File: src/rtl/uart_pkg.sv
// Shared definitions for the buffered UART transmitter: serializer states,
// frame data width and the default baud divisor.
package uart_pkg;

   localparam int unsigned DATA_BITS            = 8;
   localparam int unsigned CLKS_PER_BIT_DEFAULT = 868;

   typedef enum logic [1:0] {
      IDLE  = 2'd0,
      START = 2'd1,
      DATA  = 2'd2,
      STOP  = 2'd3
   } tx_state_t;

endpackage

File: src/rtl/byte_fifo.sv
// Byte-wide circular FIFO with a combinational head read; storage is not
// reset, only the pointers and occupancy count.
module byte_fifo #(
   parameter int unsigned DEPTH_LOG2 = 4
) (
   input  logic       clk,
   input  logic       reset,
   input  logic       push,
   input  logic       pop,
   input  logic [7:0] wdata,
   output logic [7:0] rdata,
   output logic       full,
   output logic       empty
);

   localparam int unsigned DEPTH = 1 << DEPTH_LOG2;
   localparam int unsigned CNT_W = DEPTH_LOG2 + 1;

   logic [7:0]            mem [DEPTH];
   logic [DEPTH_LOG2-1:0] wr_ptr;
   logic [DEPTH_LOG2-1:0] rd_ptr;
   logic [CNT_W-1:0]      count;
   logic                  push_ok;
   logic                  pop_ok;

   assign full    = (count == CNT_W'(DEPTH));
   assign empty   = (count == '0);
   assign push_ok = push & ~full;
   assign pop_ok  = pop & ~empty;
   assign rdata   = mem[rd_ptr];

   // Pointers wrap naturally at 2^DEPTH_LOG2.
   always_ff @(posedge clk) begin
      if (reset) begin
         wr_ptr <= '0;
         rd_ptr <= '0;
         count  <= '0;
      end else begin
         if (push_ok) wr_ptr <= wr_ptr + DEPTH_LOG2'(1);
         if (pop_ok)  rd_ptr <= rd_ptr + DEPTH_LOG2'(1);
         case ({push_ok, pop_ok})
            2'b10:   count <= count + CNT_W'(1);
            2'b01:   count <= count - CNT_W'(1);
            default: count <= count;
         endcase
      end
   end

   always_ff @(posedge clk) begin
      if (push_ok) mem[wr_ptr] <= wdata;
   end

endmodule

File: src/rtl/uart_tx_buffer.sv
// Buffered 8N1 UART transmitter: bytes pushed by the CPU are queued in a
// byte_fifo and serialized LSB first by a registered-output FSM.
module uart_tx_buffer
   import uart_pkg::*;
#(
   parameter int unsigned CLKS_PER_BIT = CLKS_PER_BIT_DEFAULT,
   parameter int unsigned DEPTH_LOG2   = 4
) (
   input  logic       clk,
   input  logic       reset,
   input  logic       push_enable,
   input  logic [7:0] push_data,
   output logic       tx,
   output logic       full,
   output logic       empty,
   output logic       busy,
   output logic       overflow
);

   localparam int unsigned CNT_W = $clog2(CLKS_PER_BIT);
   localparam int unsigned IDX_W = $clog2(DATA_BITS);

   tx_state_t              state;
   tx_state_t              state_next;
   logic [CNT_W-1:0]       baud;
   logic [CNT_W-1:0]       baud_next;
   logic [IDX_W-1:0]       bit_idx;
   logic [IDX_W-1:0]       bit_next;
   logic [IDX_W-1:0]       bit_inc;
   logic [DATA_BITS-1:0]   shift;
   logic [DATA_BITS-1:0]   shift_next;
   logic                   tx_next;
   logic                   bit_end;
   logic                   pop_c;
   logic [7:0]             head;

   byte_fifo #(
      .DEPTH_LOG2 (DEPTH_LOG2)
   ) u_fifo (
      .clk   (clk),
      .reset (reset),
      .push  (push_enable),
      .pop   (pop_c),
      .wdata (push_data),
      .rdata (head),
      .full  (full),
      .empty (empty)
   );

   assign busy    = (state != IDLE);
   assign bit_end = (baud == CNT_W'(CLKS_PER_BIT - 1));
   assign bit_inc = bit_idx + IDX_W'(1);

   always_ff @(posedge clk) begin
      if (reset) begin
         state    <= IDLE;
         baud     <= '0;
         bit_idx  <= '0;
         shift    <= '0;
         tx       <= 1'b1;
         overflow <= 1'b0;
      end else begin
         state    <= state_next;
         baud     <= baud_next;
         bit_idx  <= bit_next;
         shift    <= shift_next;
         tx       <= tx_next;
         overflow <= overflow | (push_enable & full);
      end
   end

   // tx_next is the line level for the state being entered, so tx stays a pure flop.
   always_comb begin
      state_next = state;
      baud_next  = baud;
      bit_next   = bit_idx;
      shift_next = shift;
      tx_next    = tx;
      pop_c      = 1'b0;
      case (state)
         IDLE: begin
            if (!empty) begin
               pop_c      = 1'b1;
               shift_next = head;
               state_next = START;
               baud_next  = '0;
               bit_next   = '0;
               tx_next    = 1'b0;
            end
         end
         START: begin
            if (bit_end) begin
               state_next = DATA;
               baud_next  = '0;
               tx_next    = shift[0];
            end else begin
               baud_next = baud + CNT_W'(1);
            end
         end
         DATA: begin
            if (bit_end) begin
               baud_next = '0;
               if (bit_idx == IDX_W'(DATA_BITS - 1)) begin
                  state_next = STOP;
                  tx_next    = 1'b1;
               end else begin
                  bit_next = bit_inc;
                  tx_next  = shift[bit_inc];
               end
            end else begin
               baud_next = baud + CNT_W'(1);
            end
         end
         STOP: begin
            if (bit_end) begin
               state_next = IDLE;
               baud_next  = '0;
               tx_next    = 1'b1;
            end else begin
               baud_next = baud + CNT_W'(1);
            end
         end
         default: begin
            state_next = IDLE;
            tx_next    = 1'b1;
         end
      endcase
   end

endmodule

File: config.mk
export PLATFORM = sky130hd
export DESIGN_NAME = uart_tx_buffer
export DESIGN_NICKNAME = d
export VERILOG_FILES = /design/src/rtl/uart_pkg.sv /design/src/rtl/byte_fifo.sv /design/src/rtl/uart_tx_buffer.sv
export SDC_FILE = /design/constraint.sdc
export NUM_CORES = 1
export LEC_CHECK = 0
export ABC_AREA = 1
export ABC_CLOCK_PERIOD_IN_PS = 2860
export CORE_UTILIZATION = 55
export CTS_BUF_LIST = sky130_fd_sc_hd__clkbuf_16
export CTS_CLUSTER_DIAMETER = 40
export DETAILED_ROUTE_END_ITERATION = 8
export PLACE_DENSITY = 0.82
export SYNTH_ARGS = -nofsm -noshare
export SYNTH_HDL_FRONTEND = slang
export SYNTH_SLANG_ARGS = --single-unit
File: constraint.sdc
create_clock -name clk -period 2.86 [get_ports clk]
set_input_delay 0.572 -clock clk [delete_from_list [all_inputs] [get_ports clk]]
set_output_delay 0.572 -clock clk [all_outputs]
set_load 0.01 [all_outputs]
==> results of run 1 <==
## worst min-delay path, delay by kind of cell, from the launching register on
kind            cells  cell delay (ns)
flops               1             0.32
simple gates        1             0.06
compound gates      1             0.05
## how the worst max path moves through the flow
stage	slack, ns	cells after the start	start	end
after global placement	0.41	13	push_enable	u_fifo.count[4]
final	0.35	17	u_fifo.count[2]	u_fifo.count[4]
after floorplan	0.72	13	state[0]	u_fifo.count[2]
after detailed placement	0.25	13	push_enable	u_fifo.count[4]
after CTS	0.35	4	state[0]	busy
after global routing	0.14	17	u_fifo.count[2]	u_fifo.count[4]
## routing by layer
layer  global-route usage (%)  up-vias
li1                         -     2540
met1                     31.0     2560
met2                     40.4      231
met3                     6.01       41
met4                     12.2        0
met5                        0        -
## power breakdown
group	total, mW	switching [mW]	internal (mW)
registers	2.93	0.167	2.77
clock network	2.02	0.928	1.09
logic	2.31	1.55	0.762
total	7.27	2.65	4.62
## state kept, by name, indices dropped and copies added (netlist names)
name           flops
u_fifo.mem       128
baud              10
shift              8
u_fifo.count       5
u_fifo.rd_ptr      4
u_fifo.wr_ptr      4
bit_idx            3
state              2
overflow           1
tx                 1
## per-stage QoR
step / cells / setup slack (ns)
2_1_floorplan: 743 / 0.720
3_3_place_gp: 914 / 0.407
3_5_place_dp: 914 / 0.251
4_1_cts: 945 / 0.350
5_1_grt: 945 / 0.135
6_report: 945 / 0.354
## logic make-up after synthesis
group	Yosys count
and+or+nand+nor	383
DFF	166
AOI/OAI and AO/OA	92
buffers and inverters	80
adders and majority gates	16
xor gates and xnor gates	6
## cell usage in the layout (no fill, tap or decap), types with 4 or more instances in the layout
master,n
o21ai_0,38
inv_2,5
buf_4,12
clkinv_1,4
clkbuf_16,17
inv_1,43
nand4_1,7
nand2_1,103
dfxtp_1,37
o21ai_1,28
clkdlybuf4s50_1,15
edfxtp_1,128
nor2_2,6
nand3_2,4
nand3_1,76
nand2_2,6
nor2_1,170
a21oi_1,18
ha_1,16
xor2_1,5
## area by class of cell
type,instances,area share [%]
Sequential cell,166,56.3
Multi-Input combinational cell,497,29.5
Clock buffer,17,5.20
Timing Repair Buffer,27,2.94
Tap cell,176,2.69
Inverter,48,2.23
Clock inverter,14,1.10
==> impl_metrics.toml, run 1 <==
[clock_tree]
cts_resized = 0
clk_latency_ns = 0.43
cts_buffers = 17
cts_tree = "built"
htreeDepth = 4
clockBufferDepth = 2
cts_setup_buffers = 0
root_buffer = "clkbuf_16"
clk_pin_slew_ns = 0.06
clock-sinks = 166
cts_hold_buf = 0

[drt]
vias = 5372
totalWireLength_um = 16300
ant_nets = 0
wl_met3_um = 1240
highest_layer = "met4"
remaining_drc_errors = 0
viasPerCell = 5.68
met2_length_um = 7940
wl_met1_um = 6600
drt_iter0_drc = 556
wire_per_inst_um = 17.2
drt_first_pass_iters = 5

[layout]
fin_util_pct = 62.0
diodes = 0
multiInputGateArea_um2 = 2420
area_growth_pct = 10.3
seq_area_um2 = 4610
drive_gt1_share_pct = 9.36
n_fill_cell = 1033
nNetsFinal = 784
finalInstanceArea_um2 = 8180

[synth]
muxShareOfSynthArea_pct = 0
ys_ff_latch = 166
ys_seq_area_share_pct = 62.1
syn_area_um2 = 7410
synth-edff-count = 128
synthTopCellsByCount = "170 x nor2_1, 128 x edfxtp_1, 103 x nand2_1"
synth_top_flop_cell = "edfxtp_1"
synth_top_family_by_area = "simple AND/OR/NAND/NOR gates"
synthArstFlopShare_pct = 0
synth.distinct_cells = 37
yosys.area_share.simple_pct = 22.6
synth_compound_area_share_pct = 6.50
syn_nets = 770
synth_xor_area_share_pct = 0.810
syn_area_per_cell_um2 = 9.98
synth.most_common_cell = "nor2_1"
synth_top_area_cell = "edfxtp_1"
yosysWarnings = 0
syn_inst = 743
synthTopCellsByArea = "edfxtp_1 52%, dfxtp_1 10%, nor2_1 8.6%"
yosysTopAreaCellShare_pct = 51.8
synthAdderAreaFrac_pct = 2.70

[critical_path]
critPathSlowestCell = "dfxtp_1"
required_ns = 3.23
r2r-start = "u_fifo.count[2]"
crit_fanout = 21
slowest_delay_ns = 0.48
end_kind = "flip-flop"
ff2ff_path_depth = 17
critical_path_class = "flip-flop to flip-flop"
r2r_setup_slack_ns = 0.35
critPathBufInv = 3
crit_arrival_ns = 2.87
path_cells = "nor2_2, nand2_2, inv_2, nand2_2, nand2_4, inv_4, ha_1, xor2_1, ha_1, inv_1, nand2_1, nand3_1, nand2_1, nand3_2, nand2_1, nand2_1, nor2_1"
r2r_end = "u_fifo.count[4]"
critPathLaunchType = "flip-flop"
cp_common_cell = "nand2_1"
critPathTopFamily = "simple AND/OR/NAND/NOR gates"

[floorplan]
fp.dieW_um = 118
num_rows = 42
dieHeight_um = 118
start_util_pct = 56.2
fp.dieArea_um2 = 14000
io_pins = 16
core_area_um2 = 13200

[placement]
place_congestion = 0.889
place.port_buffers = 15
dp_hpwl_um = 10200
placed_cell_area_um2 = 7670

[grt]
grt_overflow_total = 0
grt_usage_pct = 24.8
antenna_found_initial = 0
grt_first_pass_wirelength_um = 26000
grt_max_degree = 66
grt_pass1_vias = 5316

[pwr]
p_leak_nw = 3.07
ir_drop_v = 0.000498
p_per_area_nw_per_um2 = 889
power_mw = 7.27

[outcome]
status = "completed"

[timing]
fin_crit_sh_pct = 87.6
fmax_mhz = 399
tightest_slew_ns = 1.02
setup_viol_count_final = 0
rsz0062_at_grt = "no"
fin_tns_setup_ns = 0
whs_ns = 0.476
period_needed_ns = 2.51
drv_slew = 0
fin_worst_skew_ns = 0.0104
relSlewSlack_pct = 32.2
hold_viol_final = 0

[flow_run]
max-cap-violations = 0

[hold_path]
min_to = "bit_idx[1]"
hp-class = "flip-flop to flip-flop"
min_path_cells = 2
worstHoldStart = "bit_idx[1]"
Power figures use the tool's default switching activity.
==> run 2, diff against run 1 <==
==> constraint.sdc (replaced) <==
create_clock -name clk -period 2.86 [get_ports clk]
set_input_delay 0.572 -clock clk [delete_from_list [all_inputs] [get_ports clk]]
set_output_delay 0.572 -clock clk [all_outputs]
set_load 0.1 [all_outputs]
==> run 2 against run 1 <==
Effect of this change:
- sequential power barely moved
- via count decreased by 0.97%
- cell area grew 0.58%
- hold slack better by 0.0095 ns
- final cell count increased by 0.11%
- setup slack improved by 0.087 ns
- critical path depth did not move
- global-route usage shrank 0.81 points
- first-iteration DRC count down 4.7%
- sequential share of layout area decreased by 0.33 points
- total power is 5.4% higher
- clock power is 11% higher
==> impl_metrics.toml, run 2 (synthesis gave the netlist of run 1 again) <==
[drt]
ant_nets = 0
totalWireLength_um = 15700
viasPerCell = 5.62
drt_first_pass_iters = 6
wire_per_inst_um = 16.6
vias = 5320
drt_iter0_drc = 530
remaining_drc_errors = 0

[grt]
antenna_found_initial = 0
grt_max_degree = 66
grt_usage_pct = 24.0
grt_overflow_total = 0
grt_first_pass_wirelength_um = 25600
grt_pass1_vias = 5182

[placement]
place.port_buffers = 15
dp.cells = 914
dp_hpwl_um = 10000
place_congestion = 0.865
placed_cell_area_um2 = 7650

[floorplan]
fp.dieArea_um2 = 14000
num_rows = 42
dieHeight_um = 118
io_pins = 16
start_util_pct = 56.2
core_area_um2 = 13200
fp.dieW_um = 118

[timing]
fin_worst_skew_ns = 0.0111
hold_viol_final = 0
rsz0062_at_grt = "no"
fin_crit_sh_pct = 84.6
fmax_mhz = 413
setup_viol_count_final = 0
period_needed_ns = 2.42
drv_slew = 0
fin_tns_setup_ns = 0
relSlewSlack_pct = 32.3
tightest_slew_ns = 1.01

[layout]
layout_common_cells = "170 x nor2_1, 128 x edfxtp_1, 103 x nand2_1"
seq_area_um2 = 4610
n_fill_cell = 997
drive_gt1_share_pct = 10.4
largest_reg_flops = 128
finalInstanceArea_um2 = 8230
area_growth_pct = 11.0
nNetsFinal = 784
fin_util_pct = 62.4
stdcell_count = 946
diodes = 0
final_common_cell = "nor2_1"
multiInputGateArea_um2 = 2420
largest-register = "u_fifo.mem"
reg_top3 = "u_fifo.mem (128), baud (10), shift (8)"

[clock_tree]
cts_hold_buf = 0
cts_resized = 0
htreeDepth = 4
root_buffer = "clkbuf_16"
clock-sinks = 166
cts_buffers = 17
cts_tree = "built"
cts_setup_buffers = 0
clk_pin_slew_ns = 0.06
clk_latency_ns = 0.43
clockBufferDepth = 2

[hold_path]
min_to = "overflow"
min_path_cells = 2
hp-class = "flip-flop to flip-flop"
worstHoldStart = "overflow"

[critical_path]
required_ns = 3.23
ff2ff_path_depth = 17
critical_path_class = "flip-flop to flip-flop"
critPathLaunchType = "flip-flop"
crit_arrival_ns = 2.79
end_kind = "flip-flop"
r2r_setup_slack_ns = 0.44
crit_fanout = 21
r2r_end = "u_fifo.count[4]"
r2r-start = "u_fifo.count[2]"

[outcome]
status = "completed"

[pwr]
p_per_area_nw_per_um2 = 931
p_leak_nw = 3.11
ir_drop_v = 0.000560

[flow_run]
max-cap-violations = 0
run 2: cell types whose count changed in the layout (fill, tap and decap cells not counted), sizes merged:
cell           before  now
buf                12   17
clkdlybuf4s50      15   10
bufinv              0    2
clkinvlp            3    1
clkinv              8    9
run 2: cell type report:
class,instances,area share (%)
clock buffer,17,5.17
clock inverter,15,1.82
inverter,48,2.22
multi-input combinational,497,29.4
sequential,166,56.0
tap,176,2.68
timing repair buffer,27,2.77
run 2: how the worst max path moves through the flow:
stage | cells past startpoint | end | slack [ns] | from
finish | 17 | u_fifo.count[4] | 0.44 | u_fifo.count[2]
global route | 17 | u_fifo.count[4] | 0.18 | u_fifo.count[2]
CTS | 17 | u_fifo.count[4] | 0.45 | u_fifo.count[2]
detailed placement | 10 | u_fifo.count[2] | 0.29 | push_enable
global placement | 13 | u_fifo.count[4] | 0.41 | push_enable
floorplan | 15 | u_fifo.count[4] | 0.07 | u_fifo.count[2]
run 2: stage by stage:
step,hold slack [ns],power [mW],setup slack [ns]
global route,0.512,8.07,0.180
CTS,0.493,7.65,0.448
detailed placement,0.476,5.42,0.292
global placement,0.451,5.31,0.413
finish,0.486,7.66,0.441
floorplan,0.444,5.04,0.0655
run 2: power by group:
part | leakage, nW | switching [mW] | internal [mW] | total [mW]
clock | 0.285 | 0.950 | 1.29 | 2.24
sequential | 1.47 | 0.154 | 2.77 | 2.92
combinational | 1.35 | 1.75 | 0.751 | 2.50
total | 3.11 | 2.86 | 4.81 | 7.66
run 2: worst max-delay path, cell delays in order, from the launching register on:
cell and delay (ns):
dfxtp_1 0.47, nor2_2 0.07, nand2_2 0.09, inv_2 0.05
nand2_2 0.08, nand2_4 0.08, inv_4 0.18, ha_1 0.32
xor2_1 0.23, ha_1 0.18, inv_1 0.05, nand2_1 0.12
nand3_1 0.09, nand2_1 0.08, nand3_2 0.06, nand2_1 0.06
nand2_1 0.05, nor2_1 0.09
run 2: per-layer routing:
metal  GRT usage [%]  share of wire (%)  up-vias
met4            11.0                2.4        0
met2            39.1                 49      244
met1            30.7                 41     2514
li1                -                  -     2531
met3            5.18                7.8       31
met5               0                  0        -
